## config.mk

```make
export PLATFORM = sky130hd
export DESIGN_NAME = keypad_digit_loader
export DESIGN_NICKNAME = d
export VERILOG_FILES = /design/src/rtl/keypad_pkg.sv /design/src/rtl/keypad_digit_loader_debouncer.sv /design/src/rtl/keypad_digit_loader.sv
export SDC_FILE = /design/constraint.sdc
export NUM_CORES = 1
export LEC_CHECK = 0
export BUFFER_PORTS_ARGS = -buffer_cell sky130_fd_sc_hd__buf_2
export CORE_ASPECT_RATIO = 1.75
export CORE_MARGIN = 2
export CORE_UTILIZATION = 45
export DETAILED_ROUTE_END_ITERATION = 10
export GPL_TIMING_DRIVEN = 0
export PLACE_DENSITY = 0.74
export SLEW_MARGIN = 15
export SYNTH_ARGS = -nofsm -noshare
export SYNTH_HDL_FRONTEND = slang
export SYNTH_SLANG_ARGS = --single-unit
```

## constraint.sdc

```tcl
create_clock -name clock -period 16.4 [get_ports clock]
set_clock_uncertainty 0.1 [all_clocks]
set_input_delay 1.64 -clock clock [delete_from_list [all_inputs] [get_ports clock]]
set_output_delay 1.64 -clock clock [all_outputs]
set_load 0.02 [all_outputs]
```

## src/rtl/keypad_pkg.sv

```systemverilog
// Shared widths, FSM state type and one-hot key to BCD encoder for the keypad digit loader.
package keypad_pkg;
    localparam int KEY_W   = 10;
    localparam int DIGIT_W = 4;

    typedef enum logic [2:0] {
        IDLE,
        PRESS_DB,
        LOAD,
        HELD,
        REL_DB
    } state_t;

    typedef struct packed {
        logic [DIGIT_W-1:0] digit;
        logic               onehot_ok;
    } digit_enc_t;

    // digit is the index of the highest set key; onehot_ok only when exactly one key is set
    function automatic digit_enc_t onehot_to_bcd(input logic [KEY_W-1:0] keys);
        digit_enc_t  enc;
        int unsigned hits;
        enc  = '0;
        hits = 0;
        for (int i = 0; i < KEY_W; i++) begin
            if (keys[i]) begin
                enc.digit = DIGIT_W'(i);
                hits++;
            end
        end
        enc.onehot_ok = (hits == 1);
        return enc;
    endfunction
endpackage

```

## src/rtl/keypad_digit_loader_debouncer.sv

```systemverilog
// Two-flop synchroniser on the raw key lines plus a stability counter that
// restarts on every change of the synchronised vector.
module key_debouncer
    import keypad_pkg::*;
#(
    parameter int DEBOUNCE_CYCLES = 4
) (
    input  logic             clock,
    input  logic             clearn,
    input  logic [KEY_W-1:0] keypad,
    output logic [KEY_W-1:0] keys_sync,
    output logic             stable
);
    localparam logic [7:0] CNT_TC = 8'(DEBOUNCE_CYCLES);

    logic [KEY_W-1:0] sync_1;
    logic [7:0]       stable_cnt;

    always_ff @(posedge clock or posedge clearn) begin
        if (clearn) begin
            sync_1     <= '0;
            keys_sync  <= '0;
            stable_cnt <= '0;
        end else begin
            sync_1    <= keypad;
            keys_sync <= sync_1;
            if (sync_1 != keys_sync) begin
                stable_cnt <= '0;
            end else if (stable_cnt != CNT_TC) begin
                stable_cnt <= stable_cnt + 8'd1;
            end
        end
    end

    // A change already in the first flop vetoes stability, so the reset-cleared
    // pipeline never looks like a settled all-zero vector while a key is held.
    assign stable = (stable_cnt == CNT_TC) && (sync_1 == keys_sync);
endmodule

```

## src/rtl/keypad_digit_loader.sv

```systemverilog
// Debounced keypad to BCD digit loader with a one-cycle active-low load strobe.
// Build option KEYPAD_LEADING_ZERO_SKIP_EN: key "0" pressed with no digits loaded is ignored.
module keypad_digit_loader
    import keypad_pkg::*;
#(
    parameter int DEBOUNCE_CYCLES = 4,
    parameter int MAX_DIGITS      = 3
) (
    input  logic               clock,
    input  logic               clearn,
    input  logic [KEY_W-1:0]   keypad,
    input  logic               accept,
    input  logic               clear_digits,
    output logic [DIGIT_W-1:0] data,
    output logic               loadn,
    output logic [1:0]         digit_count,
    output logic               full,
    output logic               key_error
);
    localparam logic [1:0] COUNT_MAX = 2'(MAX_DIGITS);

    logic [KEY_W-1:0] keys_sync;
    logic             stable;
    logic             armed;
    logic             skip_zero;
    state_t           state;
    digit_enc_t       enc;

    key_debouncer #(
        .DEBOUNCE_CYCLES(DEBOUNCE_CYCLES)
    ) u_debouncer (
        .clock    (clock),
        .clearn   (clearn),
        .keypad   (keypad),
        .keys_sync(keys_sync),
        .stable   (stable)
    );

    assign enc  = onehot_to_bcd(keys_sync);
    assign full = (digit_count == COUNT_MAX);

`ifdef KEYPAD_LEADING_ZERO_SKIP_EN
    assign skip_zero = (enc.digit == '0) && (digit_count == 2'd0);
`else
    assign skip_zero = 1'b0;
`endif

    always_ff @(posedge clock or posedge clearn) begin
        if (clearn) begin
            state       <= IDLE;
            armed       <= 1'b0;
            data        <= '0;
            loadn       <= 1'b1;
            key_error   <= 1'b0;
            digit_count <= 2'd0;
        end else begin
            loadn     <= 1'b1;
            key_error <= 1'b0;

            if (clear_digits) begin
                digit_count <= 2'd0;
            end else if (state == LOAD && !full) begin
                digit_count <= digit_count + 2'd1;
            end

            case (state)
                // Until a settled all-zero vector is seen, a key held across reset is ignored.
                IDLE: begin
                    if (!armed) begin
                        if (keys_sync == '0 && stable) armed <= 1'b1;
                    end else if (keys_sync != '0) begin
                        state <= PRESS_DB;
                    end
                end
                PRESS_DB: begin
                    if (keys_sync == '0) begin
                        state <= IDLE;
                    end else if (stable) begin
                        if (!enc.onehot_ok) begin
                            key_error <= 1'b1;
                            state     <= HELD;
                        end else if (accept && !full && !skip_zero) begin
                            data  <= enc.digit;
                            loadn <= 1'b0;
                            state <= LOAD;
                        end else begin
                            state <= HELD;
                        end
                    end
                end
                LOAD: state <= HELD;
                HELD: begin
                    if (keys_sync == '0) state <= REL_DB;
                end
                REL_DB: begin
                    if (keys_sync != '0) begin
                        state <= HELD;
                    end else if (stable) begin
                        state <= IDLE;
                    end
                end
                default: state <= IDLE;
            endcase
        end
    end
endmodule

```

# ---- Word-level counts from Yosys, hierarchy flattened
# Index checks and enable logic that the tools add are counted.
dict set report classes {
  bitwise_logic 1
  n_addsub 11
  muxes 44
  reduce_logical 12
  n_eq_ne 15
}
# cell count
set ops {}
lappend ops {{32-bit by 1-bit adder with 32-bit output (second input constant)} 9}
lappend ops {{32-bit two-way mux} 9}
lappend ops {{32-bit by 1-bit equality test with 1-bit output (second input constant)} 1}
lappend ops {{4-bit two-way mux} 7}
lappend ops {{3-bit two-way mux} 7}
lappend ops {{8-bit two-way mux} 2}
lappend ops {{1-bit two-way mux} 15}
lappend ops {{3-bit one-hot mux with 5 select lines} 1}
lappend ops {{10-bit equality test} 1}
lappend ops {{10-bit zero test} 1}
lappend ops {{10-bit inequality test} 1}
lappend ops {{5-bit AND reduction} 2}
lappend ops {{10-bit nonzero test} 1}
lappend ops {{8-bit by 1-bit adder with 8-bit output (second input constant)} 1}
lappend ops {{8-bit by 3-bit equality test with 1-bit output (second input constant)} 1}
lappend ops {{8-bit by 3-bit inequality test with 1-bit output (second input constant)} 1}
lappend ops {{3-bit by 2-bit equality test with 1-bit output (second input constant)} 2}
lappend ops {{2-bit two-way mux} 3}
lappend ops {{2-bit inequality test (second input constant)} 3}
lappend ops {{3-bit inequality test (second input constant)} 2}
lappend ops {{1-bit logical AND} 4}
lappend ops {{2-bit nonzero test} 2}
lappend ops {{3-bit by 1-bit equality test with 1-bit output (second input constant)} 1}
lappend ops {{3-bit equality test (second input constant)} 1}
lappend ops {{other kinds (5)} 5}
dict set report totals {
  output_inout_bits 9
  ff_bits 40
  in_bits 14
  elab_cells 92
}

# ---- Depth between registers and ports, before layout
# Gate-level depths: netlist of run 1.
dict set report depth {
  word_depth 24
  ltp_mapped 33
  mapped_depth_nobuf 33
}

# ---- By module
# From an unflattened synthesis of run 1, not the netlist that was laid out.
dict set report unflattened {
  cells_unflattened 275
  area_unflattened_um2 2768.9
}
# module cells_per_inst n_inst seq_area_each_um2 area_per_inst_um2
set by_module_without_submodules {}
lappend by_module_without_submodules {keypad_digit_loader 197 1 301.5 1704.1}
lappend by_module_without_submodules {key_debouncer 78 1 700.7 1064.8}

# ---- Least setup slack after synthesis of run 1
# No wires, ideal clock.
dict set report synth_timing {
  kind {flip-flop to flip-flop}
  start {register u_debouncer.keys_sync[0]}
  end {register data[0]}
  setup_slack_ns 9.883
  synth_period_minus_slack_ns 6.517
  path_buffers 0
  stages_incl_launch_ff 33
  setup_time_ns 0.125
  arrival_time_ns 6.292
  required_ns 16.175
  cell_sequence {dfrtp_1 -> inv_1 -> ha_1 -> xor2_1 -> ha_1 -> nor2b_1 -> a31oi_1 -> ha_1 -> nand2_1 -> nand2_1 -> ha_1 -> nor2b_1 -> a41o_1 -> or2_2 -> inv_1 -> ha_1 -> nand2_1 -> o21ai_0 -> ha_1 -> a21oi_1 -> nand2_1 -> ha_1 -> nand2_1 -> o21ai_0 -> ha_1 -> and2_1 -> xnor3_1 -> mux2_2 -> o211ai_1 -> nor4_4 -> o31ai_2 -> nor4_4 -> mux2_2}
}
dict set report synth_between {
  elab_chain_len 21
  elab_cells_between_ends 25
  cone_classes {9 x add/sub; 2 x eq/ne; 10 x mux; 1 x bitwise; 3 x reduce/logical}
}
# element line_no
set synth_rtl {}
lappend synth_rtl {{start: declaration} keypad_digit_loader_debouncer.sv:11} ;# output logic [KEY_W-1:0] keys_sync,
lappend synth_rtl {{start signal: assignment} keypad_digit_loader_debouncer.sv:26} ;# keys_sync <= sync_1;
lappend synth_rtl {{1-bit two-way mux} keypad_pkg.sv:26} ;# if (keys[i]) begin
lappend synth_rtl {{32-bit by 1-bit adder with 32-bit output} keypad_pkg.sv:28} ;# hits++;
lappend synth_rtl {{32-bit two-way mux} keypad_pkg.sv:26}
lappend synth_rtl {{32-bit by 1-bit adder with 32-bit output} keypad_pkg.sv:28}
lappend synth_rtl {{32-bit two-way mux} keypad_pkg.sv:26}
lappend synth_rtl {{32-bit by 1-bit adder with 32-bit output} keypad_pkg.sv:28}
lappend synth_rtl {{32-bit two-way mux} keypad_pkg.sv:26}
lappend synth_rtl {{32-bit by 1-bit adder with 32-bit output} keypad_pkg.sv:28}
lappend synth_rtl {{(+5 left out)} n/a}
lappend synth_rtl {{32-bit by 1-bit adder with 32-bit output} keypad_pkg.sv:28}
lappend synth_rtl {{32-bit two-way mux} keypad_pkg.sv:26}
lappend synth_rtl {{32-bit by 1-bit adder with 32-bit output} keypad_pkg.sv:28}
lappend synth_rtl {{32-bit two-way mux} keypad_pkg.sv:26}
lappend synth_rtl {{32-bit by 1-bit adder with 32-bit output} keypad_pkg.sv:28}
lappend synth_rtl {{32-bit two-way mux} keypad_pkg.sv:26}
lappend synth_rtl {{32-bit by 1-bit equality test with 1-bit output} keypad_pkg.sv:31} ;# enc.onehot_ok = (hits == 1);
lappend synth_rtl {{5-bit AND reduction (no line) *} n/a}
lappend synth_rtl {{end signal: assignment} keypad_digit_loader.sv:83} ;# data <= enc.digit;
lappend synth_rtl {{end: declaration} keypad_digit_loader.sv:14} ;# output logic [DIGIT_W-1:0] data,
# Mark *: on every way between the ends. The rest lies on a longest branch, timed or not.
# A chain may end at the register's enable or synchronous reset.

# ---- Worst setup path after layout of run 1
dict set report layout_timing {
  start {register u_debouncer.keys_sync[0]}
  end {register data[3]}
}
# The elaborated chain is that of the path after synthesis.

==> impl_metrics.py, run 1 <==
metrics = {
    "logic_synthesis": {
        "synth_edf_count": 0,
        "synth_top_area_frac": 0.355,
        "synth_cell_types": 58,
        "synthArstFlopShare": 1.00,
        "ys_ff_latch": 40,
        "yosys_warnings": 0,
        "ys_seq_area_frac": 0.365,
        "yosysMostFrequentCell": "dfrtp_1",
        "yosys_most_used_dff": "dfrtp_1",
        "netlist_instances": 274,
        "yosys.area.top_type": "dfrtp_1",
        "synth_nets": 300,
        "yosys-top-cells-count": "dfrtp_1, nor2_1, nand2_1",
        "synthTopCellsByArea": "dfrtp_1, ha_1, xor2_1",
        "synth_area_per_cell_um2": 10.0,
        "syn-cell-area_um2": 2750,
    },
    "drt": {
        "drt-wirelength-per-cell_um": 14.9,
        "ant_nets": 0,
        "drc": 0,
        "routed_wl_mm": 5.69,
        "via_per_inst": 5.54,
        "drtIter0Drc": 30,
        "drt_pass1_iterations": 4,
        "num_vias": 2120,
    },
    "final_layout": {
        "n_antenna_cell": 0,
        "drive_gt1_frac": 0.200,
        "stdcell_count": 383,
        "fin_area_um2": 3090,
        "area_growth_pct": 12.3,
        "final_nets": 330,
        "final_util": 0.525,
    },
    "floorplanning": {
        "io_pins": 23,
        "die_h_um": 107,
        "core_um2": 5880,
        "die_x_um": 63.1,
        "initial_utilization": 0.467,
        "rows": 37,
        "die_area_um2": 6770,
    },
    "setup_path": {
        "path_buf_inv": 2,
        "critical_path_arrival_ns": 7.28,
        "endpoint_kind": "flip-flop",
        "required_ns": 16.48,
        "cp_top_family": "adder cells",
        "cpPeakStageDelay_ns": 0.45,
        "worstPathMaxFanout": 5,
        "crit_path_start_kind": "flip-flop",
        "crit_type": "reg2reg",
        "slowest_stage": "nor4_4",
        "crit_top_cell": "ha_1",
    },
    "clocking": {
        "root_buffer": "clkbuf_8",
        "post_cts.repair.setup_buffers": 0,
        "numCtsBuffers": 5,
        "cts_tree": "done",
        "cts_max_level": 2,
        "insertion_delay_ns": 0.30,
        "cts_sinks": 40,
        "cts-hold-fix-buffers": 0,
        "path_clk_slew_ns": 0.08,
        "cts.path.max_buffers": 2,
        "ctsResizeCount": 0,
    },
    "sta": {
        "clock.fmax_mhz": 139,
        "setup_viol": 0,
        "holdWs_ns": 0.303,
        "worst_pin_slew_ns": 0.563,
        "rsz0062_at_grt": "false",
        "period_minus_slack_ns": 7.20,
        "tns_ns": 0,
        "slew_violations": 0,
        "relSlewSlack": 0.621,
        "hold_viol": 0,
        "fin_crit_sh": 0.439,
    },
    "status": {
        "status": "completed",
    },
    "global_route": {
        "antenna_found_initial": 0,
        "grt_pass1_wl_mm": 10.1,
        "gr-total-overflow": 0,
        "track_usage": 0.190,
        "grt_pass1_vias": 2268,
        "grt_max_degree": 27,
    },
    "run": {
        "max-cap-violations": 0,
    },
    "place": {
        "hpwl_mm": 4.46,
        "gp_congestion": 0.836,
        "port_buffers": 22,
        "dp.cells": 375,
        "place_area_um2": 2970,
    },
    "power_and_ir_drop": {
        "power_density_nw_per_um2": 98.9,
        "power.leakage_nw": 1.40,
        "ir_drop_mv": 0.0610,
    },
    "hold_path": {
        "min-delay-path-class": "reg2reg",
    },
}
[layout by cell type (no fill, tap or decap), types with 6 or more instances in the layout]
cell type,instances
a21oi_1,10
buf_2,26
dfrtp_1,39
ha_1,12
inv_1,10
nand2_1,17
nand3_1,9
nand4_1,6
nor2_1,32
o21ai_0,7
xnor2_1,13
xor2_1,14
[cells by family after synthesis]
logic type,after synthesis,synth area share
simple gates,112,0.226
compound gates,43,0.120
flops,40,0.365
xor+xnor,36,0.167
buf+inv,23,0.0360
fa+ha+maj,12,0.0547
mux,8,0.0314
[power by group]
part	total (mW)	internal (mW)	leakage [nW]	switching (mW)
Combinational	0.121	0.0560	0.840	0.0653
Clock	0.0808	0.0450	0.0541	0.0357
Sequential	0.103	0.101	0.509	0.00213
Total	0.305	0.202	1.40	0.103
[routing by layer]
metal	wire length, µm	track usage
met3	125	0.0209
met2	3220	0.372
met5	0	0
met4	210	0.114
met1	2130	0.184
[final cells by class]
cell class	count	area (µm²)
fill	537	2790
multi-input combinational	211	1650
sequential	40	1000
timing repair buffer	23	130
tap	78	97.6
clock buffer	5	68.8
buffer	11	53.8
inverter	12	45.0
clock inverter	3	42.5
[worst register-to-register path, delay by kind of cell, from the launching register on]
kind                     cells  cell delay (ns)
buffers and inverters        2             0.14
XOR/XNOR                     2             0.58
AND/OR/NAND/NOR             11             1.96
adder cells (fa/ha/maj)      8             2.30
multiplexers                 2             0.61
flip-flops                   1             0.40
AO/OA/AOI/OAI                7             0.97
[flip-flops by register name, indices dropped and copies added (netlist names)]
register                count
u_debouncer.keys_sync      10
state                       3
loadn                       1
key_error                   1
u_debouncer.stable_cnt      8
armed                       1
data                        4
digit_count                 2
u_debouncer.sync_1         10
[through the flow]
| step | power, mW | setup slack [ns] |
|---|---|---|
| after CTS | 0.306 | 9.21 |
| after global routing | 0.325 | 8.75 |
| after floorplan | 0.205 | 9.88 |
| after detailed placement | 0.226 | 9.25 |
| after global placement | 0.222 | 9.35 |
| final | 0.305 | 9.20 |
[worst paths after layout]
kind / slack (ns) / cells past startpoint / start / to
min: 0.30 / 0 / u_debouncer.sync_1[3] / u_debouncer.keys_sync[3]
max reg2reg: 9.20 / 32 / u_debouncer.keys_sync[0] / data[3]
max in group asynchronous: 14.49 / 3 / clearn / loadn
max: 9.20 / 32 / u_debouncer.keys_sync[0] / data[3]
min in group asynchronous: 1.19 / 2 / clearn / u_debouncer.sync_1[0]
min reg2reg: 0.30 / 0 / u_debouncer.sync_1[3] / u_debouncer.keys_sync[3]
No activity file was read; power rests on OpenSTA's default activity.
==> run 2, diff against run 1 <==
--- a/config.mk
+++ b/config.mk
@@ -11,7 +11,7 @@
 export CORE_UTILIZATION = 45
 export DETAILED_ROUTE_END_ITERATION = 10
 export GPL_TIMING_DRIVEN = 0
-export PLACE_DENSITY = 0.74
+export PLACE_DENSITY = 0.76
 export SLEW_MARGIN = 15
 export SYNTH_ARGS = -nofsm -noshare
 export SYNTH_HDL_FRONTEND = slang
==> constraint.sdc (replaced) <==
create_clock -name clock -period 6.25 [get_ports clock]
set_clock_uncertainty 0.1 [all_clocks]
set_input_delay 0.625 -clock clock [delete_from_list [all_inputs] [get_ports clock]]
set_output_delay 0.625 -clock clock [all_outputs]
set_load 0.02 [all_outputs]
==> run 2 against run 1 <==
Effect of this change:
- the run now ends with setup timing left
- routed wire length increased by 25%
- global-route usage grew 3.6 points
- power rose to 3.3 times the previous value
- utilization rose by 10 points
- die area unchanged
==> impl_metrics.py, run 2 (synthesis results as in run 1) <==
metrics = {
    "status": {
        "status": "complete, but fails checks",
        "violations": "setup timing",
    },
    "hold_path": {
        "min-delay-path-class": "in2async",
    },
    "sta": {
        "worst_pin_slew_ns": 0.647,
        "relSlewSlack": 0.565,
        "period_minus_slack_ns": 6.36,
        "rsz0062_at_grt": "true",
        "fin_crit_sh": 1.02,
        "setup_ws_ns": -0.113,
        "hold_viol": 0,
        "setup_viol": 4,
        "clock.fmax_mhz": 157,
        "slew_violations": 0,
    },
    "place": {
        "dp.cells": 375,
        "port_buffers": 22,
        "gp_congestion": 0.850,
        "preCtsSetupSlack_ns": -0.512,
        "hpwl_mm": 4.41,
    },
    "global_route": {
        "track_usage": 0.225,
        "grt_max_degree": 29,
        "antenna_found_initial": 0,
        "grt_pass1_vias": 2606,
        "grt_util_met3": 0.0282,
        "grt_pass1_wl_mm": 11.9,
        "gr-usage-met1": 0.217,
        "met2_usage": 0.432,
        "gr-total-overflow": 0,
        "top_usage_layer": "met2",
    },
    "setup_path": {
        "endpoint_kind": "flip-flop",
        "rrSetupSlack_ns": -0.11,
        "worstPathMaxFanout": 4,
        "critical_path_arrival_ns": 6.43,
        "cpPeakStageDelay_ns": 0.39,
        "r2r_end": "data[3]",
        "slowest_stage": "dfrtp_1",
        "crit_top_cell": "ha_4",
        "r2r_cells": 33,
        "crit_type": "reg2reg",
        "crit_path_start_kind": "flip-flop",
        "reg2reg_from": "u_debouncer.keys_sync[1]",
        "required_ns": 6.32,
    },
    "power_and_ir_drop": {
        "power_density_nw_per_um2": 276,
        "power.leakage_nw": 1.67,
        "ir_drop_mv": 0.261,
        "power_mw": 1.01,
    },
    "clocking": {
        "root_buffer": "clkbuf_8",
        "cts_tree": "done",
        "cts_sinks": 40,
        "cts-hold-fix-buffers": 0,
        "path_clk_slew_ns": 0.08,
        "cts_max_level": 2,
        "numCtsBuffers": 5,
        "insertion_delay_ns": 0.29,
        "cts.path.max_buffers": 2,
    },
    "drt": {
        "drt_pass1_iterations": 4,
        "drc": 0,
        "routed_wl_mm": 7.11,
        "drt-wirelength-per-cell_um": 16.5,
        "drtIter0Drc": 50,
        "num_vias": 2442,
        "ant_nets": 0,
        "via_per_inst": 5.68,
    },
    "floorplanning": {
        "die_x_um": 63.1,
        "rows": 37,
        "initial_utilization": 0.467,
        "core_um2": 5880,
        "die_h_um": 107,
        "io_pins": 23,
        "die_area_um2": 6770,
    },
    "final_layout": {
        "final_nets": 377,
        "stdcell_count": 430,
        "drive_gt1_frac": 0.381,
        "area_growth_pct": 33.8,
        "final_common_cell": "buf_4",
        "top_regs": "u_debouncer.keys_sync: 10 flops, u_debouncer.sync_1: 10 flops, u_debouncer.stable_cnt: 8 flops",
        "n_antenna_cell": 0,
        "final_cell_mix": "buf_4, dfrtp_1, nor2_1, buf_2, xor2_1",
    },
    "run": {
        "max-cap-violations": 0,
    },
}
[run 2: cell types whose count changed in the layout (fill, tap and decap cells not counted), sizes merged]
cell and change:
buf +47, clkinvlp -1, clkbuf +1
[run 2: report_power, final]
part	switching [mW]	total [mW]	internal (mW)
Sequential	0.00556	0.271	0.265
Clock	0.0857	0.204	0.118
Combinational	0.250	0.540	0.289
Total	0.342	1.01	0.673
[run 2: worst max-delay path by stage]
stage                   end                startpoint  cells after the start
floorplan           data[0]  u_debouncer.keys_sync[0]                     32
global placement    data[2]  u_debouncer.keys_sync[1]                     32
detailed placement  data[3]  u_debouncer.keys_sync[1]                     32
CTS                 data[3]  u_debouncer.keys_sync[1]                     33
global route        data[1]  u_debouncer.keys_sync[1]                     33
finish              data[3]  u_debouncer.keys_sync[1]                     33
[run 2: critical path: cells and delay by family, from the launching register on]
family,cells,cell delay (ns)
multiplexers,2,0.52
buffers and inverters,3,0.31
AND/OR/NAND/NOR,11,1.60
flip-flops,1,0.39
adder cells (fa/ha/maj),8,2.08
XOR/XNOR,2,0.44
AO/OA/AOI/OAI,7,0.82
[run 2: per-stage QoR]
| step | hold WS, ns | TNS, ns | instance area (µm²) | util |
|---|---|---|---|---|
| 6_report | 0.161 | -0.428 | 3680 | 0.625 |
| 3_3_place_gp | 0.277 | -2.22 | 2980 | 0.506 |
| 3_5_place_dp | 0.282 | -2.51 | 3000 | 0.510 |
| 4_1_cts | 0.164 | -0.206 | 3550 | 0.604 |
| 5_1_grt | 0.175 | -1.30 | 3680 | 0.625 |
| 2_1_floorplan | 0.272 | 0 | 2770 | - |
[run 2: cell type report]
type                    instances  area [µm²]
clock buffers                   6        72.6
multi-input cells             211        1870
well taps                      78        97.6
fillers                       471        2200
repair buffers                 70         494
plain buffers                  11        56.3
flip-flops and latches         40        1000
inverters                      12        47.5
clock inverters                 2        35.0
[run 2: layer usage]
metal	wire length [µm]	share of wire
met5	0	0
met4	427	0.060
met3	196	0.028
met2	3960	0.56
met1	2530	0.36
[run 2: repair_timing]
item,4_1_cts,5_1_grt
setup endpoints to repair,7,7
pin swaps,17,16
setup buffers,43,8
resized for setup,30,15
